`config.mk`:
```
export PLATFORM = sky130hd
export DESIGN_NAME = dcache_2way
export DESIGN_NICKNAME = d
export VERILOG_FILES = /design/src/rtl/dcache_2way.sv
export SDC_FILE = /design/constraint.sdc
export NUM_CORES = 1
export LEC_CHECK = 0
export CAP_MARGIN = 25
export CORE_ASPECT_RATIO = 0.75
export CORE_MARGIN = 5
export CORE_UTILIZATION = 54
export CTS_CLUSTER_DIAMETER = 80
export CTS_CLUSTER_SIZE = 40
export DETAILED_ROUTE_END_ITERATION = 6
export PLACE_DENSITY = 0.83
export SYNTH_ARGS = -nofsm -noshare
export SYNTH_HDL_FRONTEND = slang
export SYNTH_SLANG_ARGS = --single-unit
```
`constraint.sdc`:
```
create_clock -name Clk -period 5.7 [get_ports Clk]
set_input_delay 0.57 -clock Clk [delete_from_list [all_inputs] [get_ports Clk]]
set_output_delay 0.57 -clock Clk [all_outputs]
set_load 0.01 [all_outputs]
```
`src/rtl/dcache_2way.sv`:
```
// Two-way set-associative, write-back, write-allocate data cache with per-set LRU replacement.
// Optional hit/miss counters are enabled by defining DCACHE_PERF_CNT_EN.
module dcache_2way #(
    parameter int unsigned ADDR_W   = 8,
    parameter int unsigned WORD_W   = 8,
    parameter int unsigned OFFSET_W = 2,
    parameter int unsigned INDEX_W  = 2
) (
    input  logic                         Clk,
    input  logic                         Reset,
    input  logic                         Read,
    input  logic                         Write,
    input  logic [ADDR_W-1:0]            Address,
    input  logic [WORD_W-1:0]            Write_Data,
    output logic [WORD_W-1:0]            Read_Data,
    output logic                         Busy_Wait,
    output logic                         Mem_Read,
    output logic                         Mem_Write,
    output logic [ADDR_W-OFFSET_W-1:0]   Mem_Address,
    output logic [(WORD_W<<OFFSET_W)-1:0] Mem_WriteData,
    input  logic [(WORD_W<<OFFSET_W)-1:0] Mem_ReadData,
    input  logic                         Mem_BusyWait
`ifdef DCACHE_PERF_CNT_EN
    ,
    output logic [15:0]                  Hit_Count,
    output logic [15:0]                  Miss_Count
`endif
);

    localparam int unsigned TAG_W   = ADDR_W - INDEX_W - OFFSET_W;
    localparam int unsigned BLOCK_W = WORD_W << OFFSET_W;
    localparam int unsigned SETS    = 1 << INDEX_W;
    localparam int unsigned WORDS   = 1 << OFFSET_W;

    typedef enum logic [1:0] {StIdle, StWriteBack, StMemRead, StUpdate} state_t;

    state_t                   state_q;
    logic [1:0][SETS-1:0]     valid_q;
    logic [1:0][SETS-1:0]     dirty_q;
    logic [SETS-1:0]          lru_q;
    logic [TAG_W-1:0]         tag_q  [2][SETS];
    logic [BLOCK_W-1:0]       data_q [2][SETS];
    logic [BLOCK_W-1:0]       fill_q;
    logic                     victim_q;
    logic                     mem_read_q;
    logic                     mem_write_q;

    logic [TAG_W-1:0]         addr_tag;
    logic [INDEX_W-1:0]       addr_index;
    logic [OFFSET_W-1:0]      addr_offset;
    logic                     req;
    logic                     hit_way0;
    logic                     hit_way1;
    logic                     hit;
    logic                     hit_way;
    logic                     victim;
    logic                     victim_dirty;
    logic [BLOCK_W-1:0]       hit_block;
    logic [BLOCK_W-1:0]       wr_block;
    logic [WORD_W-1:0]        hit_word;

    assign addr_tag    = Address[ADDR_W-1 -: TAG_W];
    assign addr_index  = Address[OFFSET_W +: INDEX_W];
    assign addr_offset = Address[OFFSET_W-1:0];
    assign req         = Read | Write;

    assign hit_way0 = valid_q[0][addr_index] && (tag_q[0][addr_index] == addr_tag);
    assign hit_way1 = valid_q[1][addr_index] && (tag_q[1][addr_index] == addr_tag);
    assign hit      = hit_way0 | hit_way1;
    assign hit_way  = hit_way1;
    assign hit_block = data_q[hit_way][addr_index];

    // Invalid ways are filled first (way 0 preferred) before LRU is consulted.
    assign victim = !valid_q[0][addr_index] ? 1'b0 :
                    !valid_q[1][addr_index] ? 1'b1 : lru_q[addr_index];
    assign victim_dirty = valid_q[victim][addr_index] && dirty_q[victim][addr_index];

    always_comb begin
        hit_word = '0;
        wr_block = hit_block;
        for (int k = 0; k < WORDS; k++) begin
            if (addr_offset == OFFSET_W'(k)) begin
                hit_word = hit_block[k*WORD_W +: WORD_W];
                wr_block[k*WORD_W +: WORD_W] = Write_Data;
            end
        end
    end

    assign Read_Data     = (state_q == StIdle && hit) ? hit_word : '0;
    assign Busy_Wait     = req && !(state_q == StIdle && hit);
    assign Mem_Read      = mem_read_q;
    assign Mem_Write     = mem_write_q;
    assign Mem_Address   = (state_q == StWriteBack) ? {tag_q[victim_q][addr_index], addr_index}
                                                    : {addr_tag, addr_index};
    assign Mem_WriteData = data_q[victim_q][addr_index];

    always_ff @(posedge Clk) begin
        if (Reset) begin
            state_q     <= StIdle;
            valid_q     <= '0;
            dirty_q     <= '0;
            lru_q       <= '0;
            victim_q    <= 1'b0;
            mem_read_q  <= 1'b0;
            mem_write_q <= 1'b0;
        end else begin
            case (state_q)
                StIdle: begin
                    if (req) begin
                        if (hit) begin
                            lru_q[addr_index] <= ~hit_way;
                            if (Write) begin
                                data_q[hit_way][addr_index]  <= wr_block;
                                dirty_q[hit_way][addr_index] <= 1'b1;
                            end
                        end else begin
                            victim_q <= victim;
                            if (victim_dirty) begin
                                state_q     <= StWriteBack;
                                mem_write_q <= 1'b1;
                            end else begin
                                state_q    <= StMemRead;
                                mem_read_q <= 1'b1;
                            end
                        end
                    end
                end
                StWriteBack: begin
                    if (!Mem_BusyWait) begin
                        state_q     <= StMemRead;
                        mem_write_q <= 1'b0;
                        mem_read_q  <= 1'b1;
                    end
                end
                StMemRead: begin
                    if (!Mem_BusyWait) begin
                        fill_q     <= Mem_ReadData;
                        state_q    <= StUpdate;
                        mem_read_q <= 1'b0;
                    end
                end
                StUpdate: begin
                    // LRU is left alone; the hit that follows the fill updates it.
                    data_q[victim_q][addr_index]  <= fill_q;
                    tag_q[victim_q][addr_index]   <= addr_tag;
                    valid_q[victim_q][addr_index] <= 1'b1;
                    dirty_q[victim_q][addr_index] <= 1'b0;
                    state_q                       <= StIdle;
                end
                default: state_q <= StIdle;
            endcase
        end
    end

`ifdef DCACHE_PERF_CNT_EN
    logic [15:0] hit_cnt_q;
    logic [15:0] miss_cnt_q;

    always_ff @(posedge Clk) begin
        if (Reset) begin
            hit_cnt_q  <= '0;
            miss_cnt_q <= '0;
        end else if (state_q == StIdle && req) begin
            if (hit && hit_cnt_q != 16'hFFFF) begin
                hit_cnt_q <= hit_cnt_q + 16'd1;
            end
            if (!hit && miss_cnt_q != 16'hFFFF) begin
                miss_cnt_q <= miss_cnt_q + 16'd1;
            end
        end
    end

    assign Hit_Count  = hit_cnt_q;
    assign Miss_Count = miss_cnt_q;
`endif

endmodule

```
==> flow_summary.json <==
{
  "run_status": "completed",
  "vias_per_cell": 6.61,
  "tightestPinTransition_ns": 0.947,
  "worstPathBufferInverterCount": 3,
  "worstReg2RegEnd": "data_q[1][36]",
  "endpoint_of_the_worst_hold_path": "Mem_Read",
  "ys.warnings.count": 0,
  "synth_cells": 1007,
  "worst_path_max_delay_cell": "sky130_fd_sc_hd__clkdlybuf4s50_1",
  "finish.net_count": 1137,
  "synth_fp_nets": 1065,
  "netlist_area_mm2": 0.0162,
  "rsz0062_at_grt": "false",
  "largest_net_degree_at_the_start_of_global_routing": 68,
  "timing.final.ws_setup_ns": 0.728,
  "clockBufferDepth": 3,
  "pre_cts_slack_ns": 0.767,
  "worst_ep_arrival_time_ns": 4.40,
  "yosys.area.top_type": "sky130_fd_sc_hd__edfxtp_1",
  "synth_top_cell_area_share_pct": 59.4,
  "number_of_placement_rows": 54,
  "grt_first_pass_wirelength_mm": 59.7,
  "gp_congestion": 0.868,
  "antenna_found_initial": 0,
  "cpLargestDelayFamily": "buffers and inverters",
  "most_used_cells_in_the_layout_excluding_fill_and_tap_cells": "320 x sky130_fd_sc_hd__edfxtp_1, 136 x sky130_fd_sc_hd__nand2_1, 123 x sky130_fd_sc_hd__mux4_2, 99 x sky130_fd_sc_hd__clkdlybuf4s50_1, 54 x sky130_fd_sc_hd__nor2_1",
  "worstPathCellList": "buf_4 -> mux4_2 -> xnor2_1 -> nand3_2 -> nor3_4 -> buf_12 -> mux4_1 -> mux2i_1 -> o211a_1 -> a2111oi_2 -> clkdlybuf4s50_1",
  "skew_ns": 0.0383,
  "power.static_leakage_uw": 0.00577,
  "firstDrtPassIters": 6,
  "post_cts.resized_instances": 0,
  "post-cts-setup-buffer-count": 0,
  "floorplan.die.width_um": 210,
  "final_layout_size_suffix_gt1_share_pct": 19.5,
  "fin_worst_hold_slack_ns": 0.491,
  "cts-hold-fix-buffers": 0,
  "detail_route.wirelength_mm": 39.2,
  "min_period_ns": 4.97,
  "tritoncts.num_buffers": 14,
  "max_stage_delay_ns": 0.63,
  "postSynthRegisterBits": 346,
  "core-area_mm2": 0.0293,
  "clock_insertion_delay_worst_skew_ns": 0.52,
  "fin_cells": 1478,
  "clkSinkCount": 346,
  "tritoncts": "done",
  "min_path_cells": 2,
  "cp_startpoint_kind": "input pin",
  "cts-htree-levels": 1,
  "number_of_failing_setup_endpoints_in_the_final_timing_report": 0,
  "maxClockFrequency_mhz": 201,
  "min_period_over_period_pct": 87.2,
  "count_of_final_max_slew_check_failures": 0,
  "worstSetupEndpointType": "output pin",
  "mean_cell_area_of_the_mapped_netlist_um2": 16.1,
  "ir_drop_mv": 0.195,
  "dieArea_mm2": 0.0336,
  "most_common_cell_after_layout_fill_and_taps_aside": "sky130_fd_sc_hd__edfxtp_1",
  "holdCritStartpoint": "Mem_Read",
  "synth.top_cells.by_area": "sky130_fd_sc_hd__edfxtp_1 59%, sky130_fd_sc_hd__mux4_2 17%, sky130_fd_sc_hd__dfxtp_1 3.2%, sky130_fd_sc_hd__nand2_1 3.2%, sky130_fd_sc_hd__mux4_1 2.3%",
  "worst_setup_hold_path_clk_slew_ns": 0.12,
  "global_route.usage.total_pct": 23.0,
  "avgRoutedWirePerCell_um": 26.5,
  "cap_viol_max_count": 0,
  "r2r.worst_path.cells": 10,
  "final_util_pct": 61.9,
  "clockRootBuffer": "sky130_fd_sc_hd__clkbuf_16",
  "power-per-cell-area_mw_per_mm2": 266,
  "crit_fanout": 43,
  "maxSlewHeadroom_pct": 36.9,
  "timing.rr.start": "tag_q[1][15]",
  "setup_total_negative_slack_ns": 0,
  "hold_path.class": "reg -> reg",
  "area_growth_syn_to_layout_pct": 12.2,
  "drt_iter0_drc": 1208,
  "die_h_um": 160,
  "final_hold_vios": 0,
  "io-pin-count": 102,
  "initial_utilization_pct": 55.2,
  "port_buffers": 101,
  "cp.required_ns": 5.13,
  "ant_nets": 0,
  "detailedPlacementHpwl_mm": 25.3,
  "ys_seq_area_share_pct": 62.6,
  "detail_route.drc_violations": 0,
  "timing.setup.critical_path_class": "in -> out",
  "dr_total_vias": 9767,
  "place_inst": 1455,
  "synth.distinct_cells": 55,
  "n_antenna_cell": 0,
  "reg2reg_slack_ns": 1.71,
  "grt_pass1_vias": 9823,
  "grt.overflow.total": 0
}
[worst max-delay path by stage]
stage,from,end,cells after the start
2_1_floorplan,Address[3],data_q[0][0],10
3_3_place_gp,Address[3],Read_Data[6],11
3_5_place_dp,Address[3],Read_Data[6],11
4_1_cts,Address[3],Read_Data[6],11
5_1_grt,Address[3],Read_Data[7],11
6_report,Address[3],Read_Data[6],11
[final cells by class]
type                    instances  area (um2)
clock buffers                  15         375
clock inverters                 8        88.8
fillers                      2025       11200
inverters                      15        56.3
multi-input cells             573        5740
flip-flops and latches        346       10100
well taps                     392         490
repair buffers                129        1270
[worst min-delay path, delay by kind of cell (launching register included)]
family | cells | cell delay [ns]
flip-flops | 1 | 0.33
AO/OA/AOI/OAI | 2 | 0.12
[report_power, final]
part / internal (uW) / switching (uW) / total (uW)
Sequential: 2880 / 28.0 / 2910
Clock: 513 / 784 / 1300
Combinational: 247 / 371 / 618
[kinds of logic after synthesis]
family	share of synthesized area (%)
buf+inv	2.50
simple gates	5.85
mux	22.7
fa+ha+maj	0.387
xor+xnor	0.479
flops	62.6
compound gates	5.51
[cells in the mapped netlist (all sizes together)]
cell and n:
a41oi 1, a21boi 2, ha 5, a311oi 3, mux4 137, nand3b 1, a22oi 1, a211oi 15
nand3 3, nor3b 2, a21o 5, a2bb2o 1, clkbuf 41, xnor2 3, edfxtp 320, inv 15
o21a 3, nor2b 4, o21ai 38, o211a 1, o221a 1, a221o 1, nand2 136, and3 3
o21bai 1, nor4 2, a31oi 7, mux2i 35, nor2 58, or2 3, buf 32, o211ai 3
xor2 5, or4 1, nand2b 4, a2111oi 3, mux2 16, o31ai 3, dfxtp 26, a21oi 42
o22ai 14, or3 1, nor3 9
[layer usage]
metal  up-vias  share of wire [%]  track usage, %
met1      4938                 38            31.9
met5         -                  0               0
li1       4139                  -               -
met2       608                 48            37.6
met3        82                 11            5.67
met4         0                2.6            5.28
[sequential cells by signal (all words and copies together) (netlist names), named ones only]
name / cells
data_q: 256
fill_q: 32
tag_q: 32
dirty_q: 8
valid_q: 8
lru_q: 4
state_q: 2
Mem_Read: 1
Mem_Write: 1
victim_q: 1
[stage by stage]
step	total power, uW	cell area (um2)
after global placement	3560	17700
after detailed placement	3570	17700
after global routing	4970	18100
after CTS	4820	18100
final	4820	18100
after floorplan	3330	16200
Power figures use the tool's default switching activity.
